File: src/rtl/spine_pkg.sv
// Shared definitions for the spine crossbar router: header field layout,
// port classification and the group-to-port mapping.
package spine_pkg;

    typedef enum logic {
        PORT_LEAF  = 1'b0,
        PORT_GROUP = 1'b1
    } port_type_e;

    localparam int DEF_GRP_W  = 4;
    localparam int DEF_LEAF_W = 4;

    function automatic int grp_msb(input int dwidth);
        return dwidth - 1;
    endfunction

    function automatic int leaf_msb(input int dwidth, input int grp_w);
        return dwidth - 1 - grp_w;
    endfunction

    // Offset of the group link among the group ports; our own group has no link.
    function automatic int grp_to_port(input int dest_grp, input int group_id);
        return (dest_grp < group_id) ? dest_grp : dest_grp - 1;
    endfunction

endpackage

File: src/rtl/spine_xbar_router_fifo.sv
// Per-input synchronous FIFO with first-word-fall-through head output.
module sync_fifo #(
    parameter int DWIDTH     = 16,
    parameter int FIFO_DEPTH = 8
) (
    input  logic              clk,
    input  logic              reset,
    input  logic              push,
    input  logic              pop,
    input  logic [DWIDTH-1:0] wr_data,
    output logic              full,
    output logic              empty,
    output logic [DWIDTH-1:0] head
);

    localparam int AW = $clog2(FIFO_DEPTH);
    localparam logic [AW:0]   DEPTH_C = (AW+1)'(FIFO_DEPTH);
    localparam logic [AW:0]   CNT_ONE = (AW+1)'(1);
    localparam logic [AW-1:0] PTR_ONE = AW'(1);

    logic [DWIDTH-1:0] mem [FIFO_DEPTH];
    logic [AW-1:0]     wr_ptr;
    logic [AW-1:0]     rd_ptr;
    logic [AW:0]       count;
    logic              do_push;
    logic              do_pop;

    assign full    = (count == DEPTH_C);
    assign empty   = (count == '0);
    assign do_push = push & ~full;
    assign do_pop  = pop & ~empty;
    assign head    = mem[rd_ptr];

    always_ff @(posedge clk) begin
        if (do_push) begin
            mem[wr_ptr] <= wr_data;
        end
    end

    always_ff @(posedge clk) begin
        if (reset) begin
            wr_ptr <= '0;
            rd_ptr <= '0;
            count  <= '0;
        end else begin
            if (do_push) begin
                wr_ptr <= wr_ptr + PTR_ONE;
            end
            if (do_pop) begin
                rd_ptr <= rd_ptr + PTR_ONE;
            end
            case ({do_push, do_pop})
                2'b10:   count <= count + CNT_ONE;
                2'b01:   count <= count - CNT_ONE;
                default: count <= count;
            endcase
        end
    end

endmodule

File: src/rtl/spine_xbar_router.sv
// Spine crossbar router: per-input FIFOs, header routing, per-output
// round-robin arbitration into registered outputs, unroutable-flit dropping.
module spine_xbar_router
    import spine_pkg::*;
#(
    parameter int GROUP_ID   = 2,
    parameter int NUM_LEAF   = 4,
    parameter int NUM_GROUP  = 7,
    parameter int DWIDTH     = 16,
    parameter int FIFO_DEPTH = 8,
    parameter int GRP_W      = DEF_GRP_W,
    parameter int LEAF_W     = DEF_LEAF_W
) (
    input  logic                                       clk,
    input  logic                                       reset,
    input  logic [(NUM_LEAF+NUM_GROUP)*DWIDTH-1:0]     in_data,
    input  logic [NUM_LEAF+NUM_GROUP-1:0]              in_valid,
    output logic [NUM_LEAF+NUM_GROUP-1:0]              in_ready,
    output logic [(NUM_LEAF+NUM_GROUP)*DWIDTH-1:0]     out_data,
    output logic [NUM_LEAF+NUM_GROUP-1:0]              out_valid,
    input  logic [NUM_LEAF+NUM_GROUP-1:0]              out_ready,
    output logic [15:0]                                drop_count
);

    localparam int NP    = NUM_LEAF + NUM_GROUP;
    localparam int PW    = (NP > 1) ? $clog2(NP) : 1;
    localparam int G_MSB = grp_msb(DWIDTH);
    localparam int L_MSB = leaf_msb(DWIDTH, GRP_W);

    logic [DWIDTH-1:0] head [NP];
    logic [PW-1:0]     target [NP];
    logic [PW-1:0]     gnt_idx [NP];
    logic [NP-1:0]     req [NP];
    logic [NP-1:0]     fifo_full;
    logic [NP-1:0]     fifo_empty;
    logic [NP-1:0]     push;
    logic [NP-1:0]     pop;
    logic [NP-1:0]     routable;
    logic [NP-1:0]     drop;
    logic [NP-1:0]     grant;
    logic [15:0]       drop_next;
    int                drop_sum;

    assign in_ready = ~fifo_full & {NP{~reset}};
    assign push     = in_valid & in_ready;
    assign drop     = ~fifo_empty & ~routable;

    for (genvar p = 0; p < NP; p++) begin : g_in
        logic [GRP_W-1:0]  dgrp;
        logic [LEAF_W-1:0] dleaf;
        port_type_e        rtype;
        logic              route_ok;
        logic [PW-1:0]     route_port;

        sync_fifo #(
            .DWIDTH    (DWIDTH),
            .FIFO_DEPTH(FIFO_DEPTH)
        ) u_fifo (
            .clk    (clk),
            .reset  (reset),
            .push   (push[p]),
            .pop    (pop[p]),
            .wr_data(in_data[p*DWIDTH +: DWIDTH]),
            .full   (fifo_full[p]),
            .empty  (fifo_empty[p]),
            .head   (head[p])
        );

        always_comb begin
            dgrp       = head[p][G_MSB -: GRP_W];
            dleaf      = head[p][L_MSB -: LEAF_W];
            rtype      = (int'(dgrp) == GROUP_ID) ? PORT_LEAF : PORT_GROUP;
            route_ok   = 1'b0;
            route_port = '0;
            if (rtype == PORT_LEAF) begin
                route_ok   = (int'(dleaf) < NUM_LEAF);
                route_port = PW'(dleaf);
            end else begin
                route_ok   = (int'(dgrp) <= NUM_GROUP);
                route_port = PW'(NUM_LEAF + grp_to_port(int'(dgrp), GROUP_ID));
            end
        end

        assign routable[p] = route_ok;
        assign target[p]   = route_port;
    end

    for (genvar o = 0; o < NP; o++) begin : g_out
        logic              arb_found;
        logic [PW-1:0]     arb_pick;
        logic [PW-1:0]     last_grant;
        logic              vld_q;
        logic [DWIDTH-1:0] data_q;
        int                idx;

        for (genvar p = 0; p < NP; p++) begin : g_req
            assign req[o][p] = ~fifo_empty[p] & routable[p] & (target[p] == PW'(o));
        end

        // Scan from the input after the last winner so every requester is reached within NP grants.
        always_comb begin
            arb_found = 1'b0;
            arb_pick  = last_grant;
            idx       = 0;
            for (int k = 1; k <= NP; k++) begin
                idx = int'(last_grant) + k;
                if (idx >= NP) begin
                    idx = idx - NP;
                end
                if (!arb_found && req[o][idx]) begin
                    arb_found = 1'b1;
                    arb_pick  = PW'(idx);
                end
            end
        end

        assign grant[o]   = arb_found & (~vld_q | out_ready[o]);
        assign gnt_idx[o] = arb_pick;

        always_ff @(posedge clk) begin
            if (reset) begin
                vld_q      <= 1'b0;
                data_q     <= '0;
                last_grant <= PW'(NP - 1);
            end else if (grant[o]) begin
                vld_q      <= 1'b1;
                data_q     <= head[arb_pick];
                last_grant <= arb_pick;
            end else if (out_ready[o]) begin
                vld_q      <= 1'b0;
            end
        end

        assign out_valid[o]                  = vld_q;
        assign out_data[o*DWIDTH +: DWIDTH]  = data_q;
    end

    always_comb begin
        pop = drop;
        for (int o = 0; o < NP; o++) begin
            for (int p = 0; p < NP; p++) begin
                if (grant[o] && (int'(gnt_idx[o]) == p)) begin
                    pop[p] = 1'b1;
                end
            end
        end
    end

    // Several inputs may drop in one cycle; each dropped flit counts once.
    always_comb begin
        drop_sum = int'(drop_count);
        for (int p = 0; p < NP; p++) begin
            if (drop[p]) begin
                drop_sum = drop_sum + 1;
            end
        end
        drop_next = (drop_sum > 65535) ? 16'hFFFF : drop_sum[15:0];
    end

    always_ff @(posedge clk) begin
        if (reset) begin
            drop_count <= '0;
        end else begin
            drop_count <= drop_next;
        end
    end

endmodule

File: config.mk
export PLATFORM = sky130hd
export DESIGN_NAME = spine_xbar_router
export DESIGN_NICKNAME = d
export VERILOG_FILES = /design/src/rtl/spine_pkg.sv /design/src/rtl/spine_xbar_router_fifo.sv /design/src/rtl/spine_xbar_router.sv
export SDC_FILE = /design/constraint.sdc
export NUM_CORES = 2
export LEC_CHECK = 0
export ABC_CLOCK_PERIOD_IN_PS = 11500
export CAP_MARGIN = 20
export CORE_ASPECT_RATIO = 1.75
export CORE_UTILIZATION = 28
export DETAILED_ROUTE_END_ITERATION = 10
export SKIP_LAST_GASP = 1
export SLEW_MARGIN = 15
export SYNTH_ARGS = -nofsm -noshare
export SYNTH_HDL_FRONTEND = slang
export SYNTH_SLANG_ARGS = --single-unit
File: constraint.sdc
create_clock -name clk -period 11.5 [get_ports clk]
set_clock_uncertainty 0.15 [all_clocks]
set_input_delay 1.15 -clock clk [delete_from_list [all_inputs] [get_ports clk]]
set_output_delay 1.15 -clock clk [all_outputs]
set_load 0.02 [all_outputs]
==> flow_metrics.py <==
metrics = {
    "synthesis": {
        "synth-edff-count": 1408,
        "syn-instance-count": 12640,
        "synthesis.area_um2": 126000,
        "synth_nets": 13110,
        "synth-seq-area-share_pct": 39.74,
        "synth_seq_cells": 1798,
        "synth_top_flop_cell": "edfxtp_1",
        "ys_types": 128,
        "yosysWarningCount": 0,
        "synth_async_sr_flop_share_pct": 0,
        "syn_avg_cell_area_um2": 9.972,
    },
    "global_route": {
        "antenna_found_initial": 87,
        "grt.overflow.total": 0,
        "grt_max_degree": 114,
        "grt_pass1_vias": 111000,
        "grtUsageTotal_pct": 28.28,
        "grt_pass1_wl_mm": 897.4,
    },
    "setup_path": {
        "rr_endpoint": "g_in[8].u_fifo.count[3]$_SDFFE_PP0P_",
        "worstPathArrival_ns": 12.14,
        "cp-endpoint": "g_in[8].u_fifo.count[3]$_SDFFE_PP0P_",
        "reg2reg_depth": 34,
        "cp_slowest_stage_delay_ns": 0.78,
        "worst_setup_path_start_kind": "flip-flop",
        "critPathCaptureType": "flip-flop",
        "reg2reg_slack_ns": 0.06,
        "cp_slowest_cell": "nor2_1",
        "crit_fanout": 39,
        "path_common_cell": "buf_4",
        "critical_path_required_ns": 12.19,
        "path_class": "flip-flop to flip-flop",
    },
    "layout": {
        "design_area_um2": 146400,
        "layout-drive-gt1-share_pct": 15.92,
        "areaGrowthSynthToFinish_pct": 16.17,
        "final_common_cell": "edfxtp_1",
        "final_nets": 13560,
        "mostFrequentLayoutCells": "edfxtp_1, nor2_1, a21oi_1, nand2_1, o21ai_0",
    },
    "clocking": {
        "cts_root_buf": "clkbuf_16",
        "clock_sink_count": 1798,
        "cts_buffers": 171,
        "htree_levels": 4,
        "cts_tree": "done",
        "clk_latency_ns": 0.97,
        "ctsLongestPathBuffers": 4,
        "path_clk_slew_ns": 0.07,
        "cts_hold_buf": 0,
    },
    "route": {
        "drt_wl_total_mm": 655.5,
        "ant_nets": 0,
        "drc": 0,
        "drtPass1Iterations": 9,
        "drt_iter0_drc": 11880,
        "post_drt_wl_per_cell_um": 34.24,
        "dr_total_vias": 115700,
        "vias_per_cell": 6.042,
    },
    "place": {
        "place_congestion": 1.084,
        "placed_cell_area_um2": 140300,
        "hpwl_mm": 500.9,
        "portBuffers": 413,
    },
    "floorplan": {
        "initial_core_util_pct": 28.15,
        "rows": 325,
        "core_area_um2": 447700,
        "ios": 414,
        "die-height_um": 889.5,
        "die_width_um": 509.2,
        "dieArea_um2": 452900,
    },
    "hold_path": {
        "hp-class": "flip-flop to flip-flop",
    },
    "timing": {
        "fmax_mhz": 87.38,
        "relSlewSlack_pct": 10.47,
        "hold_viol_final": 0,
        "post-route-min-period_ns": 11.44,
        "tightest_slew_ns": 1.335,
        "setup_viol": 0,
        "period_share_pct": 99.52,
        "final-max-slew-violation-count": 0,
    },
    "outcome": {
        "status": "finished, final reports clean",
    },
    "job": {
        "drv_cap": 0,
    },
}
[per-stage QoR]
step	instances	worst slack, ns	setup TNS, ns	util [%]	hold slack, ns
after detailed placement	18780	0.03820	0	31.35	0.2898
after global placement	18770	0.1628	0	31.33	0.2854
after CTS	19090	0.06472	0	32.59	0.3008
final	19150	0.05546	0	32.70	0.2974
after floorplan	12640	1.629	0	-	0.3091
after global routing	19120	-0.001554	-0.001554	32.69	0.3190
[cell usage after synthesis, types with 47 or more instances]
library cell,instances,area share (%)
o22ai_1,170,0.84
o21ai_0,734,2.9
ha_1,264,2.6
a31oi_1,115,0.57
or2_2,78,0.39
or3_1,81,0.40
xor2_1,140,0.97
edfxtp_1,1408,34
a22oi_1,145,0.86
mux4_2,532,9.5
nand2_1,994,3.0
a211o_1,53,0.37
dfxtp_1,390,6.2
mux2i_1,606,4.8
a211oi_1,289,1.7
nand4_1,70,0.35
nor2_1,1130,3.4
nor4_1,93,0.46
nor3b_1,56,0.33
o21a_1,51,0.30
a21oi_1,1023,4.1
o221ai_1,47,0.33
buf_1,112,0.33
mux2_2,213,1.9
nand3_1,245,0.97
a21o_1,89,0.53
and3_1,84,0.42
xnor2_1,479,3.3
inv_1,294,0.88
buf_2,94,0.37
clkbuf_1,635,1.9
a221oi_1,56,0.39
and2_1,147,0.73
o211ai_1,183,1.1
nor3_1,322,1.3
nand2b_1,154,0.76
nor2b_1,125,0.62
o31ai_1,47,0.28
[how the worst min path moves through the flow]
stage                                                startpoint                                 to  slack [ns]  cells past startpoint
after floorplan           g_in[2].u_fifo.rd_ptr[2]$_SDFFE_PP0P_                          flip-flop        0.31                      2
after global placement        g_out[10].data_q[12]$_SDFFE_PP0P_  g_out[10].data_q[12]$_SDFFE_PP0P_        0.29                      2
after detailed placement        g_out[2].data_q[9]$_SDFFE_PP0P_    g_out[2].data_q[9]$_SDFFE_PP0P_        0.29                      2
after CTS                       g_out[2].data_q[9]$_SDFFE_PP0P_    g_out[2].data_q[9]$_SDFFE_PP0P_        0.30                      2
after global routing          g_out[10].data_q[12]$_SDFFE_PP0P_  g_out[10].data_q[12]$_SDFFE_PP0P_        0.32                      2
final                           g_out[2].data_q[9]$_SDFFE_PP0P_    g_out[2].data_q[9]$_SDFFE_PP0P_        0.30                      2
[kinds of logic (layout without fill, tap and decap cells)]
kind of cell	Yosys count	after routing	share of synthesized area [%]
compound gates	3610	3610	18.58
xor+xnor	628	628	4.452
fa+ha+maj	278	278	2.819
buf+inv	1185	1765	3.694
flops	1798	1798	39.74
mux	1362	1362	16.34
other cells	0	42	0
simple gates	3778	3778	14.38
[layer usage]
metal | vias to the layer above | global-route usage, % | wire, µm
li1 | 49270 | - | -
met1 | 57130 | 28.52 | 213200
met2 | 6586 | 46.08 | 302100
met3 | 2638 | 7.938 | 57920
met4 | 70 | 28.55 | 81860
met5 | - | 0.01060 | 452
[critical path, delay by kind of cell (launching register included)]
kind	cells	cell delay [ns]
AOI/OAI and AO/OA	11	3.48
and+or+nand+nor	7	2.29
buffers and inverters	8	2.26
muxes	4	1.43
adders and majority gates	3	0.86
DFF	1	0.67
xor gates and xnor gates	1	0.09
[registers in the layout, indices dropped and copies added, names as in the netlist, named ones only]
register,flops
g_in.u_fifo.count,44
g_out.vld_q,11
drop_count,16
g_in.u_fifo.rd_ptr,33
g_in.u_fifo.mem,1408
g_out.last_grant,44
g_in.u_fifo.wr_ptr,33
g_out.data_q,176
[timing repair]
| item | in CTS | in global routing |
|---|---|---|
| setup endpoints to repair | 0 | 25 |
| buffers inserted | 0 | 2 |
| resized for setup | 0 | 16 |
| endpoints found under the hold margin | 0 | 0 |
[area by class of cell]
class	instances	area [µm²]
flip-flops and latches	1798	50110
diodes	42	105.1
fillers	45630	301300
multi-input cells	9656	72310
repair buffers	1135	9739
clock buffers	222	4692
clock inverters	86	884.6
inverters	322	1217
well taps	5886	7365
Power is not shown: default switching activity piles up to over one toggle a cycle in this logic, so the estimate is an artifact.
